===== config.mk =====
export PLATFORM = sky130hd
export DESIGN_NAME = desc_fetch
export DESIGN_NICKNAME = d
export VERILOG_FILES = /design/src/rtl/desc_fetch.sv
export SDC_FILE = /design/constraint.sdc
export NUM_CORES = 1
export LEC_CHECK = 0
export CORE_MARGIN = 2
export CORE_UTILIZATION = 45
export CTS_CLUSTER_SIZE = 20
export DETAILED_ROUTE_END_ITERATION = 8
export PLACE_DENSITY = 0.8
export SLEW_MARGIN = 15
export SYNTH_ARGS = -nofsm -noshare
export SYNTH_HDL_FRONTEND = slang
export SYNTH_SLANG_ARGS = --single-unit

===== constraint.sdc =====
create_clock -name clk -period 6.8 [get_ports clk]
set_input_delay 1.7 -clock clk [delete_from_list [all_inputs] [get_ports clk]]
set_output_delay 1.7 -clock clk [all_outputs]
set_load 0.02 [all_outputs]

===== src/rtl/desc_fetch.sv =====
// Segment descriptor fetch: validates a selector against the GDT/LDT limit,
// reads the 8-byte descriptor in two 32-bit beats and strobes it into slot 1 or 2.
module desc_fetch #(
    parameter bit NULL_FAULT = 1'b1
) (
    input  logic        clk,
    input  logic        rst_n,
    input  logic        start,
    input  logic [15:0] selector,
    input  logic        target_2,
    input  logic        abort,
    input  logic [31:0] gdtr_base,
    input  logic [15:0] gdtr_limit,
    input  logic [31:0] ldtr_base,
    input  logic [31:0] ldtr_limit,
    input  logic        ldtr_valid,
    output logic        rd_req,
    output logic [31:0] rd_addr,
    input  logic        rd_done,
    input  logic [31:0] rd_data,
    output logic        glob_descriptor_set,
    output logic        glob_descriptor_2_set,
    output logic [63:0] glob_descriptor_value,
    output logic        busy,
    output logic        done,
    output logic        fault,
    output logic [1:0]  fault_code
);

    typedef enum logic [1:0] {
        IDLE  = 2'd0,
        RD_LO = 2'd1,
        RD_HI = 2'd2,
        WRITE = 2'd3
    } state_e;

    state_e      state_q, state_d;
    logic [31:0] addr_q, addr_d;
    logic        target_q, target_d;
    logic [31:0] lo_q, lo_d;
    logic [63:0] value_q, value_d;
    logic        fault_q, fault_d;
    logic [1:0]  code_q, code_d;

    logic [12:0] sel_idx_s;
    logic        sel_ti_s;
    logic [31:0] limit_s;
    logic [31:0] base_s;
    logic [31:0] end_s;
    logic        unused_rpl_s;

    assign sel_idx_s    = selector[15:3];
    assign sel_ti_s     = selector[2];
    assign unused_rpl_s = ^selector[1:0];
    assign limit_s      = sel_ti_s ? ldtr_limit : {16'h0000, gdtr_limit};
    assign base_s       = sel_ti_s ? ldtr_base : gdtr_base;
    assign end_s        = {16'h0000, sel_idx_s, 3'b111};

    // State and datapath registers
    always_ff @(posedge clk or negedge rst_n) begin
        if (!rst_n) begin
            state_q  <= IDLE;
            addr_q   <= 32'h0000_0000;
            target_q <= 1'b0;
            lo_q     <= 32'h0000_0000;
            value_q  <= 64'h0000_0000_0000_0000;
            fault_q  <= 1'b0;
            code_q   <= 2'd0;
        end else begin
            state_q  <= state_d;
            addr_q   <= addr_d;
            target_q <= target_d;
            lo_q     <= lo_d;
            value_q  <= value_d;
            fault_q  <= fault_d;
            code_q   <= code_d;
        end
    end

    // Next-state: selector checks in IDLE, two read beats, then one write cycle
    always_comb begin
        state_d  = state_q;
        addr_d   = addr_q;
        target_d = target_q;
        lo_d     = lo_q;
        value_d  = value_q;
        fault_d  = 1'b0;
        code_d   = code_q;
        case (state_q)
            IDLE: begin
                // abort in the same cycle cancels the request before any check
                if (start && !abort) begin
                    if (NULL_FAULT && !sel_ti_s && (sel_idx_s == 13'd0)) begin
                        fault_d = 1'b1;
                        code_d  = 2'd1;
                    end else if (sel_ti_s && !ldtr_valid) begin
                        fault_d = 1'b1;
                        code_d  = 2'd2;
                    end else if (end_s > limit_s) begin
                        fault_d = 1'b1;
                        code_d  = 2'd3;
                    end else begin
                        addr_d   = base_s + {16'h0000, sel_idx_s, 3'b000};
                        target_d = target_2;
                        state_d  = RD_LO;
                    end
                end else begin
                    state_d = IDLE;
                end
            end
            RD_LO: begin
                if (abort) begin
                    state_d = IDLE;
                end else if (rd_done) begin
                    lo_d    = rd_data;
                    addr_d  = addr_q + 32'd4;
                    state_d = RD_HI;
                end else begin
                    state_d = RD_LO;
                end
            end
            RD_HI: begin
                if (abort) begin
                    state_d = IDLE;
                end else if (rd_done) begin
                    value_d = {rd_data, lo_q};
                    state_d = WRITE;
                end else begin
                    state_d = RD_HI;
                end
            end
            WRITE: begin
                state_d = IDLE;
            end
            default: begin
                state_d = IDLE;
            end
        endcase
    end

    assign rd_req                = (state_q == RD_LO) || (state_q == RD_HI);
    assign rd_addr               = addr_q;
    assign busy                  = (state_q != IDLE);
    assign done                  = (state_q == WRITE) && !abort;
    assign glob_descriptor_set   = done && !target_q;
    assign glob_descriptor_2_set = done && target_q;
    assign glob_descriptor_value = value_q;
    assign fault                 = fault_q;
    assign fault_code            = code_q;

endmodule

==> results of run 1 <==
-- synth_stat cells, types with 3 or more instances --
cell type	instances	share of area, %
sky130_fd_sc_hd__clkbuf_1	17	0.81
sky130_fd_sc_hd__o21a_1	3	0.29
sky130_fd_sc_hd__a21o_1	10	0.96
sky130_fd_sc_hd__nand4_1	12	0.96
sky130_fd_sc_hd__o21ai_1	10	0.64
sky130_fd_sc_hd__ha_1	31	4.9
sky130_fd_sc_hd__buf_6	4	0.57
sky130_fd_sc_hd__nand2_1	33	1.6
sky130_fd_sc_hd__a211oi_1	9	0.86
sky130_fd_sc_hd__buf_2	7	0.45
sky130_fd_sc_hd__dfrtp_1	134	43
sky130_fd_sc_hd__and3_1	13	1.0
sky130_fd_sc_hd__o211ai_1	5	0.48
sky130_fd_sc_hd__nand3b_1	3	0.29
sky130_fd_sc_hd__and2_1	6	0.48
sky130_fd_sc_hd__o22a_1	3	0.33
sky130_fd_sc_hd__mux2_2	111	16
sky130_fd_sc_hd__inv_1	12	0.57
sky130_fd_sc_hd__xnor2_1	19	2.1
sky130_fd_sc_hd__nand3_1	28	1.8
sky130_fd_sc_hd__mux2i_1	28	3.6
sky130_fd_sc_hd__nor3_1	13	0.83
sky130_fd_sc_hd__nor2b_1	11	0.88
sky130_fd_sc_hd__a21oi_1	44	2.8
sky130_fd_sc_hd__or2_2	5	0.40
sky130_fd_sc_hd__o21ai_0	15	0.96
sky130_fd_sc_hd__a31oi_1	6	0.48
sky130_fd_sc_hd__a31o_2	5	0.56
sky130_fd_sc_hd__o32ai_1	3	0.33
sky130_fd_sc_hd__nand2b_1	3	0.24
sky130_fd_sc_hd__nor4_1	9	0.72
sky130_fd_sc_hd__a32o_1	3	0.38
sky130_fd_sc_hd__xor2_1	5	0.56
sky130_fd_sc_hd__nor3b_1	4	0.38
sky130_fd_sc_hd__nor2_1	29	1.4
sky130_fd_sc_hd__o22ai_1	16	1.3
-- flip-flops by register name, indices dropped and copies added, names as in the netlist --
name,count
glob_descriptor_value,64
rd_addr,32
state_q,2
fault,1
lo_q,32
fault_code,2
target_q,1
-- critical path, stage by stage --
cell	delay, ns
sky130_fd_sc_hd__buf_2	0.50
sky130_fd_sc_hd__buf_4	0.51
sky130_fd_sc_hd__mux2_2	0.40
sky130_fd_sc_hd__ha_1	0.38
sky130_fd_sc_hd__nand4_1	0.15
sky130_fd_sc_hd__nor3_1	0.25
sky130_fd_sc_hd__nand3_1	0.27
sky130_fd_sc_hd__a2111oi_1	0.53
sky130_fd_sc_hd__xnor2_1	0.17
sky130_fd_sc_hd__nor2_1	0.08
sky130_fd_sc_hd__a311oi_2	0.28
-- power breakdown --
part	switching (mW)	internal [mW]
clock network	0.368	0.599
registers	0.194	1.00
logic	0.515	0.573
total	1.08	2.17
-- final cells by class --
class                      count  area, µm²
fill                        1359       5850
multi-input combinational    541       4300
sequential                   134       3350
timing repair buffer         273       2720
clock buffer                  18        439
tap                          225        282
clock inverter                14        190
inverter                      13       48.8
-- routing by layer --
layer	share of wire [%]	GRT usage (%)
met5	0	0
met3	6.7	5.74
met2	49	40.5
met1	43	29.9
met4	1.7	6.08
-- logic make-up after synthesis --
family                     count (synthesis)  synth area share, %
AOI/OAI and AO/OA                        163                 14.5
muxes                                    139                 19.5
adders and majority gates                 32                 5.20
DFF                                      134                 42.7
buffers and inverters                     42                 2.55
and+or+nand+nor                          183                 12.8
xor gates and xnor gates                  24                 2.68
-- path summary, 6_finish.rpt --
| kind | start | end | slack [ns] | cells past startpoint |
|---|---|---|---|---|
| min | fault_code[1] | fault_code[1] | 0.49 | 1 |
| max reg2reg | state_q[1] | rd_addr[14] | 3.80 | 10 |
| max in group asynchronous | rst_n | glob_descriptor_value[2] | 4.23 | 2 |
| max | selector[2] | rd_addr[29] | 1.87 | 11 |
| min reg2reg | fault_code[1] | fault_code[1] | 0.49 | 1 |
| min in group asynchronous | rst_n | glob_descriptor_value[58] | 1.30 | 1 |
-- metrics by stage --
stage	power (mW)	cells	util [%]
floorplan	1.76	717	-
global placement	2.26	1186	62.3
detailed placement	2.29	1186	62.3
CTS	3.27	1218	65.9
global route	3.43	1218	65.9
finish	3.25	1218	65.9
==> results, run 1 <==
- In this run the post-CTS setup repair buffer count came out at 0.
- In this run, synthesis inferred 0 flip-flops with an integrated enable.
- The category of the worst setup path capture point is a flip-flop.
- The overall overflow remaining after global route is 0.
- The final net count is 1179.
- The synthesized netlist contains 76 unique library cells.
- The signal arrival time at the worst endpoint is 5.24 ns.
- In this run the cell area measured after placement is 10700 µm².
- The library cell used most frequently in the layout, excluding fill and tap cells, is sky130_fd_sc_hd__clkdlybuf4s50_1.
- Wires add up to 21500 µm.
- Yosys printed 0 warnings.
- The run finished with clean final reports.
- The maximum number of pins on one net before global-route repair is 74.
- The detailed-router iteration count before antenna repair is 5.
- The class of the worst hold path is reg2reg.
- Setup repair after global routing left no endpoint under its margin.
- The antenna violation net count after detailed routing is 0.
- The top achievable clock speed is roughly 200 MHz.
- Buffers inserted to repair hold after CTS numbered 0.
- Summed over all cells, the static leakage comes to 4.82 nW.
- The placement-stage worst setup slack is 1.51 ns.
- The mapped cell area is 7850 µm².
- In this run the worst path has a maximum fanout of 39.
- After detailed routing, the average wire length per cell comes to 17.7 µm.
- Across the VDD grid, the largest voltage drop is 0.145 mV.
- The critical path data required time is 7.11 ns.
- In the final timing run, aggregate negative setup slack is 0 ns.
- CTS built an H-tree with a depth of 4.
- The cell row count is 48.
- The number of nets handed over by synthesis was between 900 and 1000.
- The violation count after the first detailed-route iteration is a little under 600.
- The maximum number of buffers from clock root to sink is 2.
- In this run the horizontal extent of the chip is 136 µm.
- Of all flip-flops after synthesis, the portion carrying an async set or reset was between 90% and 100%.
- The first global-routing pass estimated 34500 µm of wire.
- For the worst-skew pair, the clock arrives at the later sink with an insertion delay of 0.41 ns.
- The total global routing track utilization is a little under a quarter.
- The number of top-level pins is 271.
- The die covers 18500 µm².
- The placer's final routability congestion estimate is 0.852.
- The worst path meets setup with 1.87 ns of slack.
- 0 antenna diodes ended up in the layout.
- The relative area change from synthesis to final layout is 44.4%.
- The final setup violation count is 0.
- The floorplan step set the die height to 136 µm.
- In the routed layout, each cell is associated on average with a via count of roughly 5.5.
- The clock period could shrink to 4.93 ns.
- The worst hold margin is 0.487 ns.
- For the pin with the worst max-slew slack, the measured transition is ~1.0 ns.
- Among all flip-flop cells after synthesis, the most frequent one is sky130_fd_sc_hd__dfrtp_1.
- In the routed design, unresolved DRC markers number 0.
- The initial antenna violation count is 0.
- The area of the placeable core is 17200 µm².
- The final non-filler cell area is 11300 µm².
- The starting density of the core is 45.7%.
- The CTS tree is built.
- The max-slew violation count is 0.
- The setup skew after layout is 0.0113 ns.
- Headroom to the max-slew limit came out at roughly 30%.
- The count of max-cap constraint violations is 0.
- The post-synthesis area per instance is 10.9 µm².
- The port buffer count is 268.
- The number of storage elements in the synthesis netlist is 134.
- The tree is rooted in a sky130_fd_sc_hd__clkbuf_16.
- The number of hold violations in the final report is 0.
- TritonCTS created 17 clock buffers.
- The sequential element share of the synthesized area is 42.7%.
- The startpoint kind of the worst setup timing path is an input pin.
- The number of gates resized after CTS was 0.
- The routed via count is 6723.
- The worst setup path is of the in2reg kind.
- The power density relative to cell area is roughly 290 nW/µm².
- Leaving out fill and tap cells, the most frequent cells in the layout are sky130_fd_sc_hd__clkdlybuf4s50_1 (266), sky130_fd_sc_hd__dfrtp_1 (134), sky130_fd_sc_hd__mux2_2 (111).
- The final HPWL from detailed placement is 16300 µm.
- Clock-pin slew was measured on the worst setup and hold paths at roughly 0.060 ns.
- The number of clock sinks seen by CTS is about 130.
- After layout, the worst path uses 72.5% of the clock period.
- The gate count after technology mapping is 717.
- The number of global-route vias before repair came to 6760.
- Of the cells placed in the final design, the portion with a size suffix greater than 1 is 17.9%.
Note: power is estimated with default switching activity, not from simulation.
==> inputs of run 2 (changes only) <==
CORE_UTILIZATION = 42   (was 45)
PLACE_DENSITY = 0.78   (was 0.8)
clock period = 3.98 ns   (was 6.8 ns; I/O delays follow)
==> results, run 2 (same netlist as run 1, synthesis figures left out) <==
- The area taken by multi-input logic gates is 4300 µm² (about the same).
- The minimum clock period after layout is between 3 and 4 ns.
- The power density relative to cell area is 476 nW/µm² (was 287 nW/µm²).
- The aggregate routed wire length is 21600 µm (was 21500 µm).
- Commonest cells after routing, fill and taps aside: sky130_fd_sc_hd__clkdlybuf4s50_1 (266), sky130_fd_sc_hd__dfrtp_1 (134), sky130_fd_sc_hd__mux2_2 (111) (unchanged).
- The worst path uses 87.3% of the clock period.
- The buffering stage count on the worst path with inverters included came to 2 (unchanged).
- The number of clock sinks seen by CTS is 134 (unchanged).
- The worst slew margin relative to its limit is 37.9% (was 30.0%).
- The insertion delay to the later sink of the worst-skew pair is 0.41 ns (about the same).
- The max-slew violation count came to 0 (unchanged).
- The final setup violation count was 0 (unchanged).
- The CTS tree is built (unchanged).
- The maximum number of buffers from clock root to sink is 2 (unchanged).
- The number of hold violations in the final report came to 0 (unchanged).
- The static leakage is 4.85 nW (was 4.82 nW).
- The maximum number of pins on one net before global-route repair is 121 (was 74).
- Based on the critical path, the design can be clocked at up to between 200 and 300 MHz.
- The reg-to-reg critical path startpoint is state_q[1] (unchanged).
- The fill cell total of the finished layout is 1492 (was 1359).
- The fraction of final layout cells with drive strength greater than 1 is 18.9% (was 17.9%).
- The placer's final routability congestion estimate was 0.869 (was 0.852).
- The routed length per instance is 17.5 µm (was 17.7 µm).
- The kind of cell adding the most delay to the critical path is buffers and inverters (unchanged).
- The die boundary width came to 141 µm (was 136 µm).
- The number of global-route vias before repair is 6668 (was 6760).
- Crit path cell chain: clkdlybuf4s50_1, nor2b_1, nor2b_1, clkdlybuf4s50_1 (was buf_2, buf_4, mux2_2, ha_1, nand4_1, nor3_1, nand3_1, a2111oi_1, xnor2_1, nor2_1, a311oi_2).
- The setup skew after layout was 0.00689 ns (was 0.0113 ns).
- The cell row count is 49 (was 48).
- The final non-filler cell area is 11400 µm² (was 11300 µm²).
- The relative area change from synthesis to final layout is 45.2% (was 44.4%).
- The port buffer count was 268 (unchanged).
- The area occupied by registers is 3350 µm² (unchanged).
- The slew at the pin closest to its max-slew limit came to 0.931 ns (was 1.05 ns).
- The H-tree depth was 4 (unchanged).
- The number of flip-flops under the largest register name is 64 (unchanged).
- The category of the worst setup path capture point is a primary output (was flip-flop).
- The worst hold margin came to 0.496 ns (was 0.487 ns).
- The DRC violation count after routing is 0 (unchanged).
- The worst hold path startpoint was lo_q[15] (was fault_code[1]).
- The final net count is 1191 (was 1179).
- The number of top-level pins is 271 (unchanged).
- The antenna violation net count after detailed routing is 0 (unchanged).
- The total clock buffers created by CTS is 17 (unchanged).
- The initial antenna violation count is 0 (unchanged).
- The cell area reported after detailed placement is 10800 µm² (was 10700 µm²).
- The detailed-router iteration count before antenna repair is 5 (unchanged).
- The cell with the largest stage delay on the worst path is sky130_fd_sc_hd__clkdlybuf4s50_1 (was sky130_fd_sc_hd__a2111oi_1).
- The final HPWL from detailed placement was 16500 µm (was 16300 µm).
- The startpoint of the most critical setup path is abort (was selector[2]).
- The first-pass GRT wire length is 34400 µm (was 34500 µm).
- The area of the die is 19800 µm² (was 18500 µm²).
- The clock slew at the register clock pins of the worst setup and hold paths is 0.06 ns (about the same).
- The cell at the root of the clock tree is sky130_fd_sc_hd__clkbuf_16 (unchanged).
- The routed via count is 6777 (was 6723).
- The die extent in y is 141 µm (was 136 µm).
- Result of the run: finished clean (unchanged).
- RSZ-0062 raised after global routing: false (unchanged).
- The critical path data required time was 2.98 ns (was 7.11 ns).
- The post-CTS setup-driven buffer insertion count was 0 (unchanged).
- The number of hold buffers added after CTS is 0 (unchanged).
- The largest stage delay on the critical path is 0.61 ns (was 0.53 ns).
- The class of the worst hold path is reg2reg (unchanged).
- The signal arrival time at the worst endpoint came to 2.48 ns (was 5.24 ns).
- The worst-path maximum fanout is 6 (was 39).
- The most common cell after layout, fill and taps aside is sky130_fd_sc_hd__clkdlybuf4s50_1 (unchanged).
- The total global routing track utilization was 21.9% (was 23.6%).
- The startpoint kind of the worst setup timing path is an input pin (unchanged).
- The starting density of the core came to 43.2% (was 45.7%).
- The area of the placeable core is 18100 µm² (was 17200 µm²).
- The maximum vdd ir drop is 0.224 mV (was 0.145 mV).
- The type of the worst setup path is in2out (was in2reg).
- The detail-routed via count per cell is 5.49 (was 5.52).
- The overall overflow remaining after global route came to 0 (unchanged).
- The count of inserted antenna diode cells is 0 (unchanged).
- The sum of negative setup slack is 0 ns (unchanged).
- The violation count after the first detailed-route iteration is 418 (was 584).
- The post-cts sizing count is 0 (unchanged).
- The count of max-cap constraint violations is 0 (unchanged).
==> run 2: cell type report <==
class,count,share of cell area [%]
inverters,13,0.428
flip-flops and latches,134,29.4
clock buffers,18,3.77
repair buffers,285,24.9
multi-input cells,541,37.8
clock inverters,14,1.24
well taps,229,2.51
==> run 2: layer usage <==
layer | part of all wire, % | up-vias | wire length [µm] | global-route usage, %
met5 | 0 | - | 0 | 0
met4 | 2.2 | 0 | 482 | 8.16
met3 | 6.4 | 35 | 1390 | 5.23
met2 | 49 | 272 | 10600 | 37.7
met1 | 42 | 3194 | 9090 | 26.9
li1 | - | 3276 | - | -
==> run 2: final timing paths <==
kind / end / slack, ns / cells after the start
worst max register to register: rd_addr[29] / 1.21 / 9
min in group asynchronous: glob_descriptor_value[50] / 0.73 / 1
worst max-delay path: glob_descriptor_set / 0.50 / 4
worst min-delay path: glob_descriptor_value[15] / 0.50 / 1
max in group asynchronous: glob_descriptor_value[40] / 2.46 / 2
worst min register to register: glob_descriptor_value[15] / 0.50 / 1
==> run 2: power breakdown <==
| group | switching, mW | total, mW | internal (mW) | leakage, nW |
|---|---|---|---|---|
| clock network | 0.633 | 1.51 | 0.878 | 0.272 |
| logic | 0.881 | 1.87 | 0.990 | 2.84 |
| registers | 0.329 | 2.04 | 1.71 | 1.74 |
| total | 1.84 | 5.42 | 3.58 | 4.85 |
==> run 2: worst register-to-register path: stages (launching register included) <==
cell	delay, ns
sky130_fd_sc_hd__dfrtp_1	0.43
sky130_fd_sc_hd__inv_1	0.10
sky130_fd_sc_hd__ha_1	0.32
sky130_fd_sc_hd__nand2_1	0.12
sky130_fd_sc_hd__nor2_2	0.18
sky130_fd_sc_hd__nand3_2	0.11
sky130_fd_sc_hd__or4_4	0.57
sky130_fd_sc_hd__nand3_1	0.20
sky130_fd_sc_hd__nor3b_1	0.43
sky130_fd_sc_hd__a311oi_2	0.15
==> run 2: per-stage QoR <==
stage / power [mW] / instances / worst slack [ns] / util [%]
5_1_grt: 5.71 / 1234 / 0.328 / 62.8
3_3_place_gp: 3.87 / 1202 / 0.110 / 59.6
2_1_floorplan: 3.01 / 717 / 0.0182 / -
6_report: 5.42 / 1234 / 0.505 / 62.8
4_1_cts: 5.47 / 1234 / 0.494 / 62.8
3_5_place_dp: 3.93 / 1202 / 0.0924 / 59.6
